File: src/rtl/ctrl_pipe.sv
// Control-bundle pipeline: carries decoded controls ID->EX->MEM->WB, detects load-use
// hazards, resolves taken branches and drives forwarding selects. Macro: CTRL_PIPE_FWD_EN.
module ctrl_pipe (
   input  logic       clk,
   input  logic       rst_n,
   input  logic       id_valid,
   input  logic       id_reg_dst,
   input  logic       id_alu_src,
   input  logic       id_mem_to_reg,
   input  logic       id_reg_write,
   input  logic       id_mem_read,
   input  logic       id_mem_write,
   input  logic       id_branch,
   input  logic [1:0] id_alu_op,
   input  logic [4:0] id_rs,
   input  logic [4:0] id_rt,
   input  logic [4:0] id_rd,
   input  logic       ex_zero,
   output logic       ex_valid,
   output logic       ex_reg_dst,
   output logic       ex_alu_src,
   output logic       ex_mem_to_reg,
   output logic       ex_reg_write,
   output logic       ex_mem_read,
   output logic       ex_mem_write,
   output logic       ex_branch,
   output logic [1:0] ex_alu_op,
   output logic [4:0] ex_rs,
   output logic [4:0] ex_rt,
   output logic [4:0] ex_dest,
   output logic       mem_valid,
   output logic       mem_mem_read,
   output logic       mem_mem_write,
   output logic       mem_mem_to_reg,
   output logic       mem_reg_write,
   output logic [4:0] mem_dest,
   output logic       wb_valid,
   output logic       wb_mem_to_reg,
   output logic       wb_reg_write,
   output logic [4:0] wb_dest,
   output logic       stall,
   output logic       flush,
   output logic       branch_taken,
   output logic [1:0] fwd_a,
   output logic [1:0] fwd_b
);

   typedef struct packed {
      logic       valid;
      logic       reg_dst;
      logic       alu_src;
      logic       mem_to_reg;
      logic       reg_write;
      logic       mem_read;
      logic       mem_write;
      logic       branch;
      logic [1:0] alu_op;
      logic [4:0] rs;
      logic [4:0] rt;
      logic [4:0] dest;
   } ex_bundle_t;

   typedef struct packed {
      logic       valid;
      logic       mem_read;
      logic       mem_write;
      logic       mem_to_reg;
      logic       reg_write;
      logic [4:0] dest;
   } mem_bundle_t;

   typedef struct packed {
      logic       valid;
      logic       mem_to_reg;
      logic       reg_write;
      logic [4:0] dest;
   } wb_bundle_t;

   ex_bundle_t  ex_q, id_bundle;
   mem_bundle_t mem_q;
   wb_bundle_t  wb_q;
   logic [4:0]  id_dest;
   logic        stall_raw;

   // A $0 operand never matches a producer, whatever the producer's dest holds.
   function automatic logic reg_hit(input logic [4:0] dest, input logic [4:0] src);
      return (src != 5'd0) && (dest == src);
   endfunction

   assign branch_taken = ex_q.valid & ex_q.branch & ex_zero;
   assign flush        = branch_taken;
   assign stall        = stall_raw & ~branch_taken;
   assign id_dest      = id_reg_dst ? id_rd : id_rt;

`ifdef CTRL_PIPE_FWD_EN
   logic ex_load;
   assign ex_load   = ex_q.valid & ex_q.mem_read & ~ex_q.reg_dst;
   assign stall_raw = ex_load & id_valid &
                      (reg_hit(ex_q.dest, id_rs) | reg_hit(ex_q.dest, id_rt));

   function automatic logic [1:0] fwd_sel(input logic [4:0] src);
      if (mem_q.valid && mem_q.reg_write && reg_hit(mem_q.dest, src))
         return 2'b10;
      else if (wb_q.valid && wb_q.reg_write && reg_hit(wb_q.dest, src))
         return 2'b01;
      else
         return 2'b00;
   endfunction

   assign fwd_a = fwd_sel(ex_q.rs);
   assign fwd_b = fwd_sel(ex_q.rt);
`else
   // Without bypassing, wait until producers in EX and MEM have reached WB.
   assign stall_raw = id_valid & (
      (ex_q.valid & ex_q.reg_write &
       (reg_hit(ex_q.dest, id_rs) | reg_hit(ex_q.dest, id_rt))) |
      (mem_q.valid & mem_q.reg_write &
       (reg_hit(mem_q.dest, id_rs) | reg_hit(mem_q.dest, id_rt))));
   assign fwd_a = 2'b00;
   assign fwd_b = 2'b00;
`endif

   always_comb begin
      id_bundle = '0;
      if (id_valid && !stall && !branch_taken) begin
         id_bundle.valid      = 1'b1;
         id_bundle.reg_dst    = id_reg_dst;
         id_bundle.alu_src    = id_alu_src;
         id_bundle.mem_to_reg = id_mem_to_reg;
         id_bundle.reg_write  = id_reg_write & (id_dest != 5'd0);
         id_bundle.mem_read   = id_mem_read;
         id_bundle.mem_write  = id_mem_write;
         id_bundle.branch     = id_branch;
         id_bundle.alu_op     = id_alu_op;
         id_bundle.rs         = id_rs;
         id_bundle.rt         = id_rt;
         id_bundle.dest       = id_dest;
      end
   end

   always_ff @(posedge clk or negedge rst_n) begin
      if (!rst_n) begin
         ex_q  <= '0;
         mem_q <= '0;
         wb_q  <= '0;
      end else begin
         ex_q  <= id_bundle;
         mem_q <= '{valid: ex_q.valid, mem_read: ex_q.mem_read, mem_write: ex_q.mem_write,
                    mem_to_reg: ex_q.mem_to_reg, reg_write: ex_q.reg_write, dest: ex_q.dest};
         wb_q  <= '{valid: mem_q.valid, mem_to_reg: mem_q.mem_to_reg,
                    reg_write: mem_q.reg_write, dest: mem_q.dest};
      end
   end

   assign ex_valid       = ex_q.valid;
   assign ex_reg_dst     = ex_q.reg_dst;
   assign ex_alu_src     = ex_q.alu_src;
   assign ex_mem_to_reg  = ex_q.mem_to_reg;
   assign ex_reg_write   = ex_q.reg_write;
   assign ex_mem_read    = ex_q.mem_read;
   assign ex_mem_write   = ex_q.mem_write;
   assign ex_branch      = ex_q.branch;
   assign ex_alu_op      = ex_q.alu_op;
   assign ex_rs          = ex_q.rs;
   assign ex_rt          = ex_q.rt;
   assign ex_dest        = ex_q.dest;
   assign mem_valid      = mem_q.valid;
   assign mem_mem_read   = mem_q.mem_read;
   assign mem_mem_write  = mem_q.mem_write;
   assign mem_mem_to_reg = mem_q.mem_to_reg;
   assign mem_reg_write  = mem_q.reg_write;
   assign mem_dest       = mem_q.dest;
   assign wb_valid       = wb_q.valid;
   assign wb_mem_to_reg  = wb_q.mem_to_reg;
   assign wb_reg_write   = wb_q.reg_write;
   assign wb_dest        = wb_q.dest;

endmodule

File: config.mk
export PLATFORM = sky130hd
export DESIGN_NAME = ctrl_pipe
export DESIGN_NICKNAME = d
export VERILOG_FILES = /design/src/rtl/ctrl_pipe.sv
export SDC_FILE = /design/constraint.sdc
export NUM_CORES = 1
export LEC_CHECK = 0
export ABC_AREA = 1
export BUFFER_PORTS_ARGS = -buffer_cell sky130_fd_sc_hd__buf_4
export CAP_MARGIN = 30
export CELL_PAD_IN_SITES_DETAIL_PLACEMENT = 0
export CELL_PAD_IN_SITES_GLOBAL_PLACEMENT = 1
export CORE_MARGIN = 5
export CORE_UTILIZATION = 32
export CTS_BUF_LIST = sky130_fd_sc_hd__clkbuf_4
export DETAILED_ROUTE_END_ITERATION = 10
export PLACE_DENSITY_LB_ADDON = 0.15
export SLEW_MARGIN = 30
export SYNTH_ARGS = -nofsm -noshare
export SYNTH_HDL_FRONTEND = slang
export SYNTH_SLANG_ARGS = --single-unit
File: constraint.sdc
create_clock -name clk -period 1.29 [get_ports clk]
set_clock_uncertainty 0.15 [all_clocks]
set_input_delay 0.1935 -clock clk [delete_from_list [all_inputs] [get_ports clk]]
set_output_delay 0.1935 -clock clk [all_outputs]
set_load 0.05 [all_outputs]
### Word-level counts from Yosys, hierarchy flattened

Index checks and enable logic that the tools add are counted.

* register bits after elaboration: 43
* logic and storage cells: 52

* equal/unequal tests: 4
* multiplexer cells: 2
* bitwise operators: 13
* reductions and logical operators: 11

Operator list (count)
* two-way mux 25 bit: 1
* == test 5 bit: 4
* nonzero test 5 bit: 3
* AND 1 bit: 9
* logical AND 1 bit: 6
* two-way mux 5 bit: 1
* bitwise OR 1 bit: 3
* logical NOT 1 bit: 2
* NOT 1 bit: 1

### Logic depth before layout (Yosys ltp)

* depth after elaboration: 11
* mapped depth: 11
* mapped depth without buffers: 10

### Worst setup path before layout

Ideal clock, no wire load.

* kind: flip-flop to output port
* start: register mem_q, in the netlist mem_dest[4]
* end: output stall
* data arrival time: 1944 ps
* path slack: -998 ps
* cell stages (with the launch flop): 9
* path buffers: 0
* path through: dfrtp_1 inv_1 nand2_1 nand2_1 nor2_1 nand3_1 nand2_1 nand2_2 a21oi_1

* word-level cells in the longest chain between the ends: 7

RTL lines
* from (decl): line 80 `mem_bundle_t mem_q;`
* from (signal assigned): line 148 `mem_q <= '{valid: ex_q.valid, mem_read: ex_q.mem_read, mem_write: ex_q.mem_write,`
* == test 5 bit: line 87 `return (src != 5'd0) && (dest == src);`
* logical AND 1 bit: line 87
* bitwise OR 1 bit *: line 118 `(reg_hit(mem_q.dest, id_rs) | reg_hit(mem_q.dest, id_rt))));`
* AND 1 bit *: line 117 `(mem_q.valid & mem_q.reg_write &`
* bitwise OR 1 bit *: line 116 `(reg_hit(ex_q.dest, id_rs) | reg_hit(ex_q.dest, id_rt))) |`
* AND 1 bit *: line 114 `assign stall_raw = id_valid & (`
* AND 1 bit *: line 92 `assign stall = stall_raw & ~branch_taken;`
* to (decl): line 41 `output logic stall,`

Every way passes the cells marked *; elsewhere a longest branch is shown, timed or not.

### Worst setup path after layout

* start: register mem_q, in the netlist mem_dest[2]
* end: output stall

The elaborated chain is that of the path after synthesis.

==> results.py <==
metrics = {
    "critical_path": {
        "crit_type": "flip-flop to output port",
        "regToRegSetupSlack_ns": -0.60,
        "cp.arrival_ns": 1.63,
        "cp.required_ns": 0.95,
        "critPathCaptureType": "output port",
        "cp-start-kind": "flip-flop",
        "r2r-start": "ex_dest[2]",
        "rr_endpoint": "ex_reg_write",
        "worst-path-max-fanout": 3,
        "reg2regPathDepth": 12,
    },
    "timing": {
        "drv_slew": 0,
        "hold_violations": 0,
        "worst_pin_slew_ns": 0.539,
        "min_period_over_period": 1.53,
        "fin_setup_tns_ns": -16.89,
        "slew_headroom": 0.640,
        "post-route-min-period_ns": 1.98,
        "fmax_mhz": 506,
        "setup-violations-final": 41,
        "rsz0062_at_grt": "true",
        "fin_ws_ns": -0.686,
    },
    "route": {
        "top_layer": "met4",
        "vias": 1531,
        "dr.pass1.iters": 4,
        "drc": 0,
        "wl_met3_um": 392,
        "ant_nets": 0,
        "routed_wl_um": 4300,
        "routed-wl-met2_um": 2340,
        "drt-met1-wl_um": 1510,
        "avgViaCountPerCell": 3.99,
        "routedWlPerCell_um": 11.2,
        "drt_iter0_drc": 41,
    },
    "grt": {
        "grt_max_degree": 44,
        "grtUsageTotal": 0.135,
        "grt_overflow_total": 0,
        "antenna_found_initial": 0,
        "grt_pass1_vias": 1634,
        "grt_pass1_wl_um": 7620,
    },
    "floorplan": {
        "die_h_um": 84.1,
        "design.core.area_mm2": 0.00541,
        "row_count": 27,
        "die-area_mm2": 0.00707,
        "chipWidth_um": 84.1,
        "ios": 78,
        "start_util": 0.325,
    },
    "pwr": {
        "leakage_nw": 1.70,
        "peakVddDrop_mv": 0.564,
        "power.density_mw_per_mm2": 996,
    },
    "clocking": {
        "numClockSinks": 43,
        "h-tree-depth": 2,
        "clk_pin_slew_ns": 0.12,
        "cts_max_path_buffers": 2,
        "clk_latency_ns": 0.34,
        "cts-buffers-inserted": 5,
        "cts_tree": "yes",
        "root_buffer": "clkbuf_4",
    },
    "outcome": {
        "violations": "negative setup slack",
        "status": "finished, violations left",
    },
    "finish": {
        "layout.nets": 339,
        "final_common_cell": "buf_4",
        "final_cell_area_mm2": 0.00327,
        "area_delta_synth_final_pct": 86.1,
        "layout-drive-gt1-share": 0.538,
        "fillCellCount": 450,
        "layout_common_cells": "52 x buf_4, 47 x buf_6, 31 x dfrtp_1",
        "utilization": 0.604,
        "antenna_cells": 0,
    },
    "yosys": {
        "synth-seq-cells": 43,
        "syn_inst": 179,
        "ys_warn_count": 0,
        "synth.area.top_cells": "dfrtp_1 61%, nor2_1 6.8%, inv_1 6.2%, nand2_1 6.2%, xnor2_1 4.0%",
        "synth_top_family_by_area": "simple AND/OR/NAND/NOR gates",
        "synth_adder_area_share": 0,
        "yosysTopAreaCellShare": 0.613,
        "avgSynthCellArea_um2": 9.81,
        "synth-compound-area-share": 0.0242,
        "yosys.area_share.simple": 0.182,
        "synth_sequential_area_ratio": 0.613,
        "synth_xor_area_frac": 0.0798,
        "synthMuxAreaShare": 0,
        "syn_area_mm2": 0.00176,
        "synth_cell_type_count": 19,
        "synth_top_area_cell": "dfrtp_1",
    },
    "placement": {
        "gp_congestion": 0.713,
        "port_buffers": 73,
        "placed_area_mm2": 0.00262,
        "dpl.hpwl_um": 3240,
    },
    "job": {
        "drv_cap": 0,
    },
    "worst_hold_path": {
        "whs_path_depth": 4,
        "hold_end": "ex_rs[4]",
        "hold_class": "input pin to flip-flop",
        "min_from": "id_rs[4]",
    },
}
==> report_power, final <==
group	leakage [nW]	internal (mW)	switching, mW
registers	0.537	1.44	0.0661
clock network	0.0307	0.224	0.402
logic	1.13	0.500	0.622
==> how the worst max path moves through the flow <==
stage                      from  endpoint  cells past startpoint
global placement     ex_dest[1]     stall                      8
CTS                 mem_dest[2]     stall                      8
global route        mem_dest[3]     stall                     10
finish              mem_dest[2]     stall                      8
detailed placement   ex_dest[1]     stall                      7
floorplan            ex_dest[3]     stall                      7
==> layout make-up <==
cell class	instances	area, um2	area share
Inverter	30	116	0.0356
Clock inverter	2	7.51	0.00230
Sequential cell	43	1090	0.334
Timing Repair Buffer	129	1320	0.403
Multi-Input combinational cell	102	599	0.183
Clock buffer	6	45.0	0.0138
Tap cell	72	90.1	0.0276
==> per-stage QoR <==
step	worst slack [ns]	total power, mW	std cells	hold slack, ns
global route	-0.849	3.44	384	0.0198
global placement	-0.364	2.43	352	0.0660
CTS	-0.725	3.22	380	0.0183
detailed placement	-0.355	2.43	352	0.0663
finish	-0.686	3.25	384	0.0346
floorplan	-0.423	2.06	182	-0.252
==> Yosys cell counts, drive strengths merged <==
| master | n |
|---|---|
| dfrtp | 43 |
| nor2 | 35 |
| nand2 | 31 |
| inv | 30 |
| xnor2 | 8 |
| xor2 | 8 |
| buf | 7 |
| nand3 | 7 |
| o21ai | 3 |
| o21a | 2 |
| or2 | 2 |
| a21oi | 1 |
| conb | 1 |
| o31ai | 1 |
==> cell families (layout without fill, tap and decap cells) <==
family / Yosys count / after routing
xor+xnor: 16 / 16
simple gates: 75 / 75
flops: 43 / 43
compound gates: 7 / 7
buf+inv: 37 / 167
other cells: 1 / 4
==> worst max-delay path, cell delays in order (launching register included) <==
cell and delay [ns]:
dfrtp_2 0.45, xnor2_1 0.14, nand2_1 0.06, nor2_1 0.11
nand2_1 0.06, nand2_1 0.07, nand2_2 0.09, a21oi_4 0.14
buf_6 0.17
==> per-layer routing <==
| metal | vias to the layer above | GRT usage |
|---|---|---|
| li1 | 784 | - |
| met1 | 694 | 0.145 |
| met2 | 49 | 0.242 |
| met3 | 4 | 0.0563 |
| met4 | 0 | 0.0351 |
| met5 | - | 0 |
==> timing repair <==
action,4_1_cts,5_1_grt
endpoints found under the setup margin,48,66
gates cloned,2,0
hold buffers,13,0
buffers inserted,6,8
resized for setup,51,56
pin swaps,2,4
hold endpoints to repair,55,0
Note: power is estimated with default switching activity, not from simulation.
